**config.mk**
```make
export PLATFORM = sky130hd
export DESIGN_NAME = number_bcd_converter
export DESIGN_NICKNAME = d
export VERILOG_FILES = /design/src/rtl/number_bcd_converter.sv
export SDC_FILE = /design/constraint.sdc
export NUM_CORES = 1
export LEC_CHECK = 0
export BUFFER_PORTS_ARGS = -buffer_cell sky130_fd_sc_hd__buf_2
export CORE_UTILIZATION = 30
export DETAILED_ROUTE_END_ITERATION = 10
export REMOVE_ABC_BUFFERS = 1
export SYNTH_ARGS = -nofsm -noshare
export SYNTH_HDL_FRONTEND = slang
export SYNTH_SLANG_ARGS = --single-unit
```
**constraint.sdc**
```tcl
create_clock -name Clk -period 2.1 [get_ports Clk]
set_clock_uncertainty 0.15 [all_clocks]
set_input_delay 0.315 -clock Clk [delete_from_list [all_inputs] [get_ports Clk]]
set_output_delay 0.315 -clock Clk [all_outputs]
set_load 0.02 [all_outputs]
```
**src/rtl/number_bcd_converter.sv**
```systemverilog
// Sequential double-dabble binary-to-BCD converter, one input bit per clock, blank code on overflow.
// Optional BCD_AUTO_START_EN: self-start whenever Number differs from the last captured value.
module number_bcd_converter #(
  parameter int IN_WIDTH   = 32,
  parameter int NUM_DIGITS = 4
) (
  input  logic                    Clk,
  input  logic                    Rst_n,
  input  logic [IN_WIDTH-1:0]     Number,
  input  logic                    Start,
  output logic [4*NUM_DIGITS-1:0] Digits,
  output logic                    Overflow,
  output logic                    Busy,
  output logic                    Done
);
  localparam int AW = 4*NUM_DIGITS;
  localparam int CW = $clog2(IN_WIDTH+1);
  localparam logic [CW-1:0] LAST = CW'(IN_WIDTH-1);

  function automatic logic [63:0] pow10(input int n);
    logic [63:0] r;
    r = 64'd1;
    for (int i = 0; i < n; i++) r = r * 64'd10;
    return r;
  endfunction

  localparam logic [63:0] LIMIT = pow10(NUM_DIGITS);

  typedef enum logic [1:0] {IDLE, SHIFT, FINISH} state_t;

  state_t              state_q, state_d;
  logic [IN_WIDTH-1:0] sr_q, sr_d;
  logic [AW-1:0]       acc_q, acc_d, acc_adj;
  logic [CW-1:0]       cnt_q, cnt_d;
  logic                ovf_q, ovf_d;
  logic [AW-1:0]       digits_q, digits_d;
  logic                ovfo_q, ovfo_d;
  logic                done_q, done_d;
  logic                too_big, start_req;

  assign too_big = 64'(Number) >= LIMIT;

  // No acceptance during the Done cycle, so back-to-back runs space out by one idle edge.
`ifdef BCD_AUTO_START_EN
  logic [IN_WIDTH-1:0] last_q, last_d;
  assign start_req = (Start | (Number != last_q)) & ~done_q;
`else
  assign start_req = Start & ~done_q;
`endif

  always_comb begin
    acc_adj = acc_q;
    for (int i = 0; i < NUM_DIGITS; i++) begin
      if (acc_q[4*i +: 4] >= 4'd5) acc_adj[4*i +: 4] = acc_q[4*i +: 4] + 4'd3;
    end
  end

  always_comb begin
    state_d  = state_q;
    sr_d     = sr_q;
    acc_d    = acc_q;
    cnt_d    = cnt_q;
    ovf_d    = ovf_q;
    digits_d = digits_q;
    ovfo_d   = ovfo_q;
    done_d   = 1'b0;
`ifdef BCD_AUTO_START_EN
    last_d   = last_q;
`endif
    case (state_q)
      IDLE: begin
        if (start_req) begin
          sr_d  = Number;
          acc_d = '0;
          cnt_d = '0;
`ifdef BCD_AUTO_START_EN
          last_d = Number;
`endif
          if (too_big) begin
            acc_d   = '1;
            ovf_d   = 1'b1;
            state_d = FINISH;
          end else begin
            ovf_d   = 1'b0;
            state_d = SHIFT;
          end
        end
      end
      SHIFT: begin
        acc_d = {acc_adj[AW-2:0], sr_q[IN_WIDTH-1]};
        sr_d  = {sr_q[IN_WIDTH-2:0], 1'b0};
        cnt_d = cnt_q + CW'(1);
        if (cnt_q == LAST) state_d = FINISH;
      end
      FINISH: begin
        // Overflow arrives with a zero count: spend one extra cycle here before publishing.
        if (cnt_q == '0) begin
          cnt_d = CW'(1);
        end else begin
          digits_d = acc_q;
          ovfo_d   = ovf_q;
          done_d   = 1'b1;
          state_d  = IDLE;
        end
      end
      default: state_d = IDLE;
    endcase
  end

  always_ff @(posedge Clk or negedge Rst_n) begin
    if (!Rst_n) begin
      state_q  <= IDLE;
      sr_q     <= '0;
      acc_q    <= '0;
      cnt_q    <= '0;
      ovf_q    <= 1'b0;
      digits_q <= '1;
      ovfo_q   <= 1'b0;
      done_q   <= 1'b0;
`ifdef BCD_AUTO_START_EN
      last_q   <= '0;
`endif
    end else begin
      state_q  <= state_d;
      sr_q     <= sr_d;
      acc_q    <= acc_d;
      cnt_q    <= cnt_d;
      ovf_q    <= ovf_d;
      digits_q <= digits_d;
      ovfo_q   <= ovfo_d;
      done_q   <= done_d;
`ifdef BCD_AUTO_START_EN
      last_q   <= last_d;
`endif
    end
  end

  assign Digits   = digits_q;
  assign Overflow = ovfo_q;
  assign Busy     = (state_q != IDLE);
  assign Done     = done_q;
endmodule

```
# [Yosys cells after proc, flatten, opt, wreduce, memory -nomap -nowiden]
# Index checks and enable logic that the tools add are counted.
[totals] regBits=75 elab_cells=58 input_bits=35 output_inout_bits=19
[op_classes] n_reduce_logical=10 n_lt_le_gt_ge=5 n_bitwise=3 n_eq_ne=7 add_sub_neg=5 muxes=20
[op_table] op="case mux 32 bit (2 select lines)" count=1
[op_table] op=">= comparator 32 x 14 -> 1 bit (second input constant)" count=1
[op_table] op="two-way mux 16 bit" count=2
[op_table] op="two-way mux 32 bit" count=1
[op_table] op="case mux 16 bit (2 select lines)" count=1
[op_table] op="case mux 6 bit (3 select lines)" count=1
[op_table] op=">= comparator 4 x 3 -> 1 bit (second input constant)" count=4
[op_table] op="adder 4 x 2 -> 4 bit (second input constant)" count=3
[op_table] op="two-way mux 4 bit" count=3
[op_table] op="two-way mux 6 bit" count=2
[op_table] op="two-way mux 2 bit" count=4
[op_table] op="inequality test 2 bit (second input constant)" count=4
[op_table] op="adder 6 x 1 -> 6 bit (second input constant)" count=1
[op_table] op="== test 6 x 5 -> 1 bit (second input constant)" count=1
[op_table] op="zero test 6 bit" count=1
[op_table] op="case mux 2 bit (3 select lines)" count=1
[op_table] op="AND reduction 2 bit" count=3
[op_table] op="AND reduction 3 bit" count=2
[op_table] op="nonzero test 2 bit" count=2
[op_table] op="adder 3 x 2 -> 3 bit (second input constant)" count=1
[op_table] op="two-way mux 1 bit" count=3
[op_table] op="two-way mux 3 bit" count=1
[op_table] op="nonzero test 3 bit" count=1
[op_table] op="== test 2 x 1 -> 1 bit (second input constant)" count=1
[op_table] op="4 further kinds" count=5

# [Longest topological paths before layout]
# Gate-level depths: netlist of run 1.
[logic_depth] depth_word=4 mapped_depth=8 ltp_nobuf=7

# [Worst setup path before layout of run 1]
# Ideal clock, no wire load.
[synth_path] path_type="reg2reg" from="register state_q[0]" to="register sr_q[1]" synth_period_minus_slack_ps=2194 setup_time_ps=136 required_ps=1814 slack_ps=-94 path_stages_with_launch=8 t_arrival_ps=1908 path_buffers=2 cell_sequence="dfrtp_1 -> inv_1 -> ha_1 -> inv_1 -> a21boi_0 -> clkbuf_1 -> clkbuf_1 -> o21ai_0"
[synth_between] elab_chain_len=3 elab_cells_between_ends=6 cone_classes="eq/ne: 2; mux: 1; reduce/logical: 3"
[synth_lines] element="start: declaration" line_no="31" source="state_t state_q, state_d;"
[synth_lines] element="start signal: assignment" line_no="124" source="state_q <= state_d;"
[synth_lines] element="== test 2 x 1 -> 1 bit or zero test 2 bit (tied branches)" line_no="70" source="case (state_q)"
[synth_lines] element="nonzero test 2 bit (no source line) or inequality test 2 bit (tied branches)"
[synth_lines] element="AND reduction 2 bit (no source line)"
[synth_lines] element="end signal: assignment" line_no="125" source="sr_q <= sr_d;"
[synth_lines] element="end: declaration" line_no="32" source="logic [IN_WIDTH-1:0] sr_q, sr_d;"
# Parallel ways exist; a longest one is shown, timed or not.
# A chain may end at the register's enable or synchronous reset.

# [Final worst setup path of run 1]
[layout_path] from="register state_q[0]" to="register state_q[0]"
[layout_between] elab_chain_len=3 elab_cells_between_ends=8 cone_classes="eq/ne: 5; mux: 1; reduce/logical: 2"
[layout_lines] element="== test 2 bit (tied with other cells)" line_no="70"
[layout_lines] element="inequality test 2 bit (no source line)"
[layout_lines] element="AND reduction 3 bit (no source line)"
# Parallel ways exist; a longest one is shown, timed or not.

==> results of run 1 <==
[sequential cells by signal, summed over array words and instances, names as in the netlist]
signal,cells
cnt_q,6
acc_q,16
ovf_q,1
sr_q,32
state_q,2
Overflow,1
Digits,16
Done,1
[cell families after synthesis]
logic type / Yosys count / share of synthesized area
compound gates: 100 / 0.163
xor+xnor: 3 / 0.00690
fa+ha+maj: 14 / 0.0460
buf+inv: 34 / 0.0345
flops: 75 / 0.498
mux: 36 / 0.0953
simple gates: 130 / 0.156
[repair_timing]
item / 4_1_cts / 5_1_grt
gates resized for setup: 0 / 5
hold buffers: 1 / 0
hold endpoints to repair: 46 / 0
setup endpoints to repair: 0 / 11
[metal layers]
layer,part of all wire,vias to the layer above,track usage
met3,0.048,9,0.0402
met1,0.47,1466,0.178
li1,-,1506,-
met4,0.015,0,0.0476
met5,0,-,0
met2,0.46,59,0.235
[power breakdown]
group / total, mW / internal [mW] / switching (mW)
registers: 2.60 / 2.18 / 0.418
clock network: 1.46 / 0.894 / 0.565
logic: 2.06 / 0.818 / 1.24
total: 6.12 / 3.89 / 2.22
[final cells by class]
| type | instances | area share |
|---|---|---|
| clock buffer | 14 | 0.0585 |
| clock inverter | 2 | 0.00214 |
| inverter | 15 | 0.0120 |
| multi-input combinational | 283 | 0.386 |
| sequential | 75 | 0.405 |
| tap | 168 | 0.0449 |
| timing repair buffer | 69 | 0.0914 |
[per-stage QoR]
step	instance area, sq um	instances	power, mW	hold WS, ps	setup TNS (ps)
CTS	4670	626	6.20	123	0
detailed placement	4370	609	4.71	42.1	0
finish	4680	626	6.12	133	0
floorplan	3730	373	3.99	-131	-206650
global placement	4370	609	4.60	42.0	0
global route	4680	626	6.62	151	-11.5
[final timing paths]
path,start,endpoint,slack (ps),cells past startpoint
max in group asynchronous,Rst_n,cnt_q[0]$_DFFE_PN0P_,950,3
min in group asynchronous,Rst_n,acc_q[11]$_DFFE_PN0P_,240,2
hold / removal,Number[1],sr_q[1]$_DFFE_PN0P_,130,3
setup / recovery,state_q[0]$_DFFE_PN0P_,state_q[0]$_DFFE_PN0P_,70,5
setup reg to reg,state_q[0]$_DFFE_PN0P_,state_q[0]$_DFFE_PN0P_,70,5
hold reg to reg,Digits[6]$_DFFE_PN1P_,Digits[6]$_DFFE_PN1P_,300,2
[cells in the mapped netlist, types with 2 or more instances]
master | instances | area [sq um]
sky130_fd_sc_hd__buf_2 | 3 | 15.0
sky130_fd_sc_hd__o21ai_0 | 54 | 270
sky130_fd_sc_hd__a221oi_1 | 3 | 26.3
sky130_fd_sc_hd__inv_1 | 14 | 52.6
sky130_fd_sc_hd__nand2b_1 | 10 | 62.6
sky130_fd_sc_hd__a21oi_1 | 7 | 35.0
sky130_fd_sc_hd__mux2_2 | 2 | 22.5
sky130_fd_sc_hd__mux2i_1 | 34 | 340
sky130_fd_sc_hd__nor4_1 | 7 | 43.8
sky130_fd_sc_hd__nand2_1 | 85 | 319
sky130_fd_sc_hd__o31ai_1 | 18 | 135
sky130_fd_sc_hd__nand3_1 | 6 | 30.0
sky130_fd_sc_hd__dfrtp_1 | 59 | 1480
sky130_fd_sc_hd__a211oi_1 | 9 | 67.6
sky130_fd_sc_hd__nor3b_1 | 8 | 60.1
sky130_fd_sc_hd__nor2_1 | 7 | 26.3
sky130_fd_sc_hd__ha_1 | 14 | 175
sky130_fd_sc_hd__dfstp_2 | 16 | 420
sky130_fd_sc_hd__a31oi_1 | 2 | 12.5
sky130_fd_sc_hd__xnor2_1 | 3 | 26.3
sky130_fd_sc_hd__clkbuf_1 | 15 | 56.3
[worst register-to-register path, delay by kind of cell, from the launching register on]
| kind | cells | cell delay (ps) |
|---|---|---|
| compound gates | 2 | 440 |
| fa+ha+maj | 1 | 220 |
| buf+inv | 1 | 120 |
| flops | 1 | 400 |
| simple gates | 1 | 580 |
==> Implementation_results.wiki, run 1 <==
{| class="wikitable"
! Metric !! Value
|-
| Run status || finished clean
|-
| Max-cap check violation count || 0
|-
| Critical Path Source Type || flip-flop
|-
| Final setup margin || 71.9 ps
|-
| Number of global-route vias before repair || 3,038
|-
| Root buf cell || sky130_fd_sc_hd__clkbuf_16
|-
| Chip Height || ~110 microns
|-
| Wire length of the first global-routing pass || roughly 15,000 microns
|-
| Crit path max fanout || 4
|-
| CTS H-tree depth || 3
|-
| Fill count || approximately 1,300
|-
| Dominant synthesized flop cell || sky130_fd_sc_hd__dfrtp_1
|-
| Core Area || 12,200 sq um
|-
| Highest-count cells in the layout ignoring fill and taps || sky130_fd_sc_hd__nand2_1 (85), sky130_fd_sc_hd__dfrtp_1 (58), sky130_fd_sc_hd__o21ai_0 (54), sky130_fd_sc_hd__buf_2 (52), sky130_fd_sc_hd__mux2i_1 (34)
|-
| Placement-stage worst setup slack || 70.4 ps
|-
| Global route total overflow || 0
|-
| Area delta synth->final || 23.0%
|-
| Post-synth design cell area || ~3800 sq um
|-
| Via count || around 3,000
|-
| LEAKAGE || between 2 and 2.5 nW
|-
| Count of input and output buffers || 53
|-
| Data arrival at the endpoint of the critical path || approximately 2100 ps
|-
| Count of clock tree sinks || 75
|-
| Postcts setup bufs || 0
|-
| Worst VDD drop || around 0.6 mV
|-
| Synth async-reset ratio || 1.00
|-
| DP HPWL || roughly 6100 microns
|-
| Via-per-instance ratio || about 4.9
|-
| Largest stage delay on the critical path || around 580 ps
|-
| Avg Cell Area, Syn || 9.71 sq um
|-
| Final nets || approximately 500
|-
| Final cycle utilization of the critical path || 0.966
|-
| Clock tree from TritonCTS || done
|-
| Starting Density || 0.312
|-
| Total power divided by cell area || approximately 1300 nW/um^2
|-
| Maximum clock path buffer count || 2
|-
| Netlist cell types || 37
|-
| Number of warning messages in the yosys log || 0
|-
| Violation count after the first detailed-route iteration || between 80 and 90
|-
| Die footprint || ~13,000 sq um
|-
| Hold Violations, Final || 0
|-
| Most common library cell in the layout ignoring fill and taps || sky130_fd_sc_hd__nand2_1
|-
| Required time of the critical path || around 2200 ps
|-
| Worst min-delay path category || in -> reg
|-
| Max-slew violation total from the final report || 0
|-
| Cell at the slowest stage of the critical path || sky130_fd_sc_hd__or4b_2
|-
| Number of synthesized flops with an enable pin || 0
|-
| Routed wire per std cell || 13.7 microns
|-
| Core Rows || 40
|-
| Fraction of final layout cells sized beyond drive strength 1 || 0.242
|-
| Total routing usage reported by global routing || 0.142
|-
| Cells along the critical path || inv_1, ha_2, or4b_2, a2bb2oi_1, a41o_1
|-
| Antenna violations before repair || 0
|-
| Area used by sequential logic in the layout || around 1900 sq um
|-
| Slew at the pin closest to its max-slew limit || around 520 ps
|-
| DRC violations left || 0
|-
| Count of pins on the block boundary || 54
|-
| Die boundary width || about 110 microns
|-
| Count of antenna-violating nets left after detailed routing || 0
|-
| Time the worst path needs with I/O delays and setup || between 2000 and 2500 ps
|-
| Share of the core filled with cells in the final layout || 0.383
|-
| Post-synthesis sequential area ratio || 0.498
|-
| Routability congestion estimate || between 0.8 and 0.9
|-
| Worst path top cell family by delay || simple AND/OR/NAND/NOR gates
|-
| Number of buffers created by CTS || 9
|-
| N_diodes || 0
|-
| # setup viols final || 0
|-
| Reg clk slew, reported paths || about 60 ps
|-
| CP Buf/Inv Count || 1
|-
| WS Path Type || reg -> reg
|-
| Aggregate routed wire length || approximately 8600 microns
|-
| Cell count after synthesis || just under 400
|-
| Worst slew margin || 0.646
|-
| Register bit total from synthesis || 75
|-
| CP Capture Type || flip-flop
|-
| Clock latency on the worst-skew pair || 330 ps
|-
| Maximum clock frequency || 493 MHz
|-
| Area of the multi-input gates || between 1500 and 2000 sq um
|-
| Drt first pass iters || 4
|-
| Largest net degree at the start of global routing || 63
|}
No activity file was read; power rests on OpenSTA's default activity.
==> run 2: changes to the inputs <==
--- a/config.mk
+++ b/config.mk
@@ -6,7 +6,7 @@
 export NUM_CORES = 1
 export LEC_CHECK = 0
 export BUFFER_PORTS_ARGS = -buffer_cell sky130_fd_sc_hd__buf_2
-export CORE_UTILIZATION = 30
+export CORE_UTILIZATION = 32
 export DETAILED_ROUTE_END_ITERATION = 10
 export REMOVE_ABC_BUFFERS = 1
 export SYNTH_ARGS = -nofsm -noshare
==> Implementation_results.wiki, run 2 (synthesis gave the netlist of run 1 again) <==
{| class="wikitable"
! Metric !! Value
|-
| Largest register FFs || 32 (unchanged)
|-
| Slew at the pin closest to its max-slew limit || 506 ps (was 525 ps)
|-
| Antenna violations before repair || 0 (unchanged)
|-
| Die footprint || 12,300 sq um (was 13,100 sq um)
|-
| Postcts setup bufs || 0 (unchanged)
|-
| Worst VDD drop || 0.505 mV (was 0.601 mV)
|-
| Final nets || 501 (was 502)
|-
| Fill count || 1,139 (was 1,291)
|-
| Area of the multi-input gates || 1820 sq um (was 1810 sq um)
|-
| Die boundary width || 111 microns (was 115 microns)
|-
| Number of buffers created by CTS || 9 (unchanged)
|-
| Clock latency on the worst-skew pair || 340 ps (was 330 ps)
|-
| Clock tree from TritonCTS || done (unchanged)
|-
| Register-to-register setup slack || 120 ps (was 70 ps)
|-
| Count of non-filler cells in the finished layout || 600 (was 626)
|-
| DP HPWL || 5850 microns (was 6140 microns)
|-
| Area delta synth->final || 23.1% (was 23.0%)
|-
| Root buf cell || sky130_fd_sc_hd__clkbuf_16 (unchanged)
|-
| Maximum clock path buffer count || 2 (unchanged)
|-
| Max-cap check violation count || 0 (unchanged)
|-
| Count of clock tree sinks || 75 (unchanged)
|-
| Max-slew violation total from the final report || 0 (unchanged)
|-
| Starting Density || 0.331 (was 0.312)
|-
| Via count || 2,951 (was 3,040)
|-
| CP Capture Type || flip-flop (unchanged)
|-
| Reg2reg start || state_q[0]$_DFFE_PN0P_ (unchanged)
|-
| Critical Path Source Type || flip-flop (unchanged)
|-
| Power Total || 6.16 mW (was 6.12 mW)
|-
| Highest-count cells in the layout ignoring fill and taps || sky130_fd_sc_hd__nand2_1 (85), sky130_fd_sc_hd__dfrtp_1 (59), sky130_fd_sc_hd__o21ai_0 (54), sky130_fd_sc_hd__buf_2 (53), sky130_fd_sc_hd__mux2i_1 (34) (was sky130_fd_sc_hd__nand2_1 (85), sky130_fd_sc_hd__dfrtp_1 (58), sky130_fd_sc_hd__o21ai_0 (54), sky130_fd_sc_hd__buf_2 (52), sky130_fd_sc_hd__mux2i_1 (34))
|-
| Count of antenna-violating nets left after detailed routing || 0 (unchanged)
|-
| Core Area || 11,500 sq um (was 12,200 sq um)
|-
| Crit path max fanout || 4 (unchanged)
|-
| Via-per-instance ratio || 4.92 (was 4.86)
|-
| CTS H-tree depth || 3 (unchanged)
|-
| Worst slew margin || 0.659 (was 0.646)
|-
| Largest register by flop count || sr_q (unchanged)
|-
| Global route total overflow || 0 (unchanged)
|-
| Routed wire per std cell || 13.6 microns (was 13.7 microns)
|-
| Final cycle utilization of the critical path || 0.945 (was 0.966)
|-
| Aggregate routed wire length || 8140 microns (was 8600 microns)
|-
| Core Rows || 39 (was 40)
|-
| Data arrival at the endpoint of the critical path || 2110 ps (was 2100 ps)
|-
| Routability congestion estimate || 0.778 (was 0.809)
|-
| Violation count after the first detailed-route iteration || 137 (was 81)
|-
| Total Negative Setup Slacks || 0 ps (unchanged)
|-
| Reg clk slew, reported paths || 50 ps (was 60 ps)
|-
| Drt first pass iters || 7 (was 4)
|-
| RSZ-0062 raised after global routing || no
|-
| Count of pins on the block boundary || 54 (unchanged)
|-
| Chip Height || 111 microns (was 115 microns)
|-
| Total routing usage reported by global routing || 0.142 (about the same)
|-
| Run status || finished with violations (was finished clean)
|-
| N_diodes || 0 (unchanged)
|-
| First element of the critical path || state_q[0]$_DFFE_PN0P_ (unchanged)
|-
| WS Path Type || reg -> reg (unchanged)
|-
| # setup viols final || 0 (unchanged)
|-
| Hold Violations, Final || 0 (unchanged)
|-
| Placed insts || 583 (was 609)
|-
| Failing checks || DRC
|-
| Number of global-route vias before repair || 2,923 (was 3,038)
|-
| Final setup margin || 115 ps (was 71.9 ps)
|-
| Most common library cell in the layout ignoring fill and taps || sky130_fd_sc_hd__nand2_1 (unchanged)
|-
| DRC violations left || 12 (was 0)
|-
| Fraction of final layout cells sized beyond drive strength 1 || 0.243 (was 0.242)
|-
| Required time of the critical path || 2220 ps (was 2180 ps)
|-
| Total power divided by cell area || 1310 nW/um^2 (about the same)
|-
| Time the worst path needs with I/O delays and setup || 1980 ps (was 2030 ps)
|-
| Area used by sequential logic in the layout || 1900 sq um (about the same)
|-
| Wire length of the first global-routing pass || 13,900 microns (was 14,500 microns)
|-
| Worst min-delay path category || in -> reg (unchanged)
|-
| Hold path start || Number[12] (was Number[1])
|-
| Largest net degree at the start of global routing || 63 (unchanged)
|-
| Maximum clock frequency || 504 MHz (was 493 MHz)
|-
| LEAKAGE || 2.10 nW (was 2.09 nW)
|-
| Count of input and output buffers || 53 (unchanged)
|-
| Placement-stage worst setup slack || 40.5 ps (was 70.4 ps)
|}
[run 2: worst max-delay path, cell delays in order, from the launching register on]
cell	delay (ps)
sky130_fd_sc_hd__dfrtp_1	410
sky130_fd_sc_hd__inv_2	110
sky130_fd_sc_hd__ha_4	160
sky130_fd_sc_hd__or4b_2	590
sky130_fd_sc_hd__a2bb2oi_1	200
sky130_fd_sc_hd__a21oi_1	190
sky130_fd_sc_hd__a41o_1	110
[run 2: repair_timing]
action	CTS	global route
hold endpoints to repair	5	0
hold buffers	1	0
setup endpoints to repair	0	4
resized for setup	0	7
[run 2: stage by stage]
step	hold slack, ps	instance area, sq um	utilization
2_1_floorplan	-131	3730	-
3_3_place_gp	120	4360	0.378
3_5_place_dp	130	4360	0.378
4_1_cts	123	4660	0.405
5_1_grt	152	4690	0.407
6_report	128	4690	0.407
[run 2: cell type report]
| class | instances | area share |
|---|---|---|
| clock buffer | 15 | 0.0614 |
| clock inverter | 1 | 0.00107 |
| inverter | 15 | 0.0120 |
| multi-input combinational | 283 | 0.388 |
| sequential | 75 | 0.405 |
| tap | 143 | 0.0382 |
| timing repair buffer | 68 | 0.0945 |
[run 2: worst paths after layout]
path	depth (start not counted)	endpoint
setup reg to reg	6	state_q[0]$_DFFE_PN0P_
max in group asynchronous	4	cnt_q[3]$_DFFE_PN0P_
min in group asynchronous	2	acc_q[11]$_DFFE_PN0P_
setup / recovery	6	state_q[0]$_DFFE_PN0P_
hold / removal	3	sr_q[12]$_DFFE_PN0P_
hold reg to reg	2	Digits[3]$_DFFE_PN1P_
[run 2: routing by layer]
metal | part of all wire | vias up | routed length, microns | track usage
met1 | 0.49 | 1377 | 3970 | 0.185
met5 | 0 | - | 0 | 0
met2 | 0.44 | 66 | 3610 | 0.223
li1 | - | 1499 | - | -
met4 | 0.014 | 0 | 116 | 0.0441
met3 | 0.054 | 9 | 443 | 0.0465
[run 2: report_power, final]
part | total [mW] | internal [mW] | leakage, nW | switching (mW)
Sequential | 2.58 | 2.18 | 0.882 | 0.402
Clock | 1.50 | 0.928 | 0.146 | 0.568
Combinational | 2.08 | 0.840 | 1.07 | 1.24
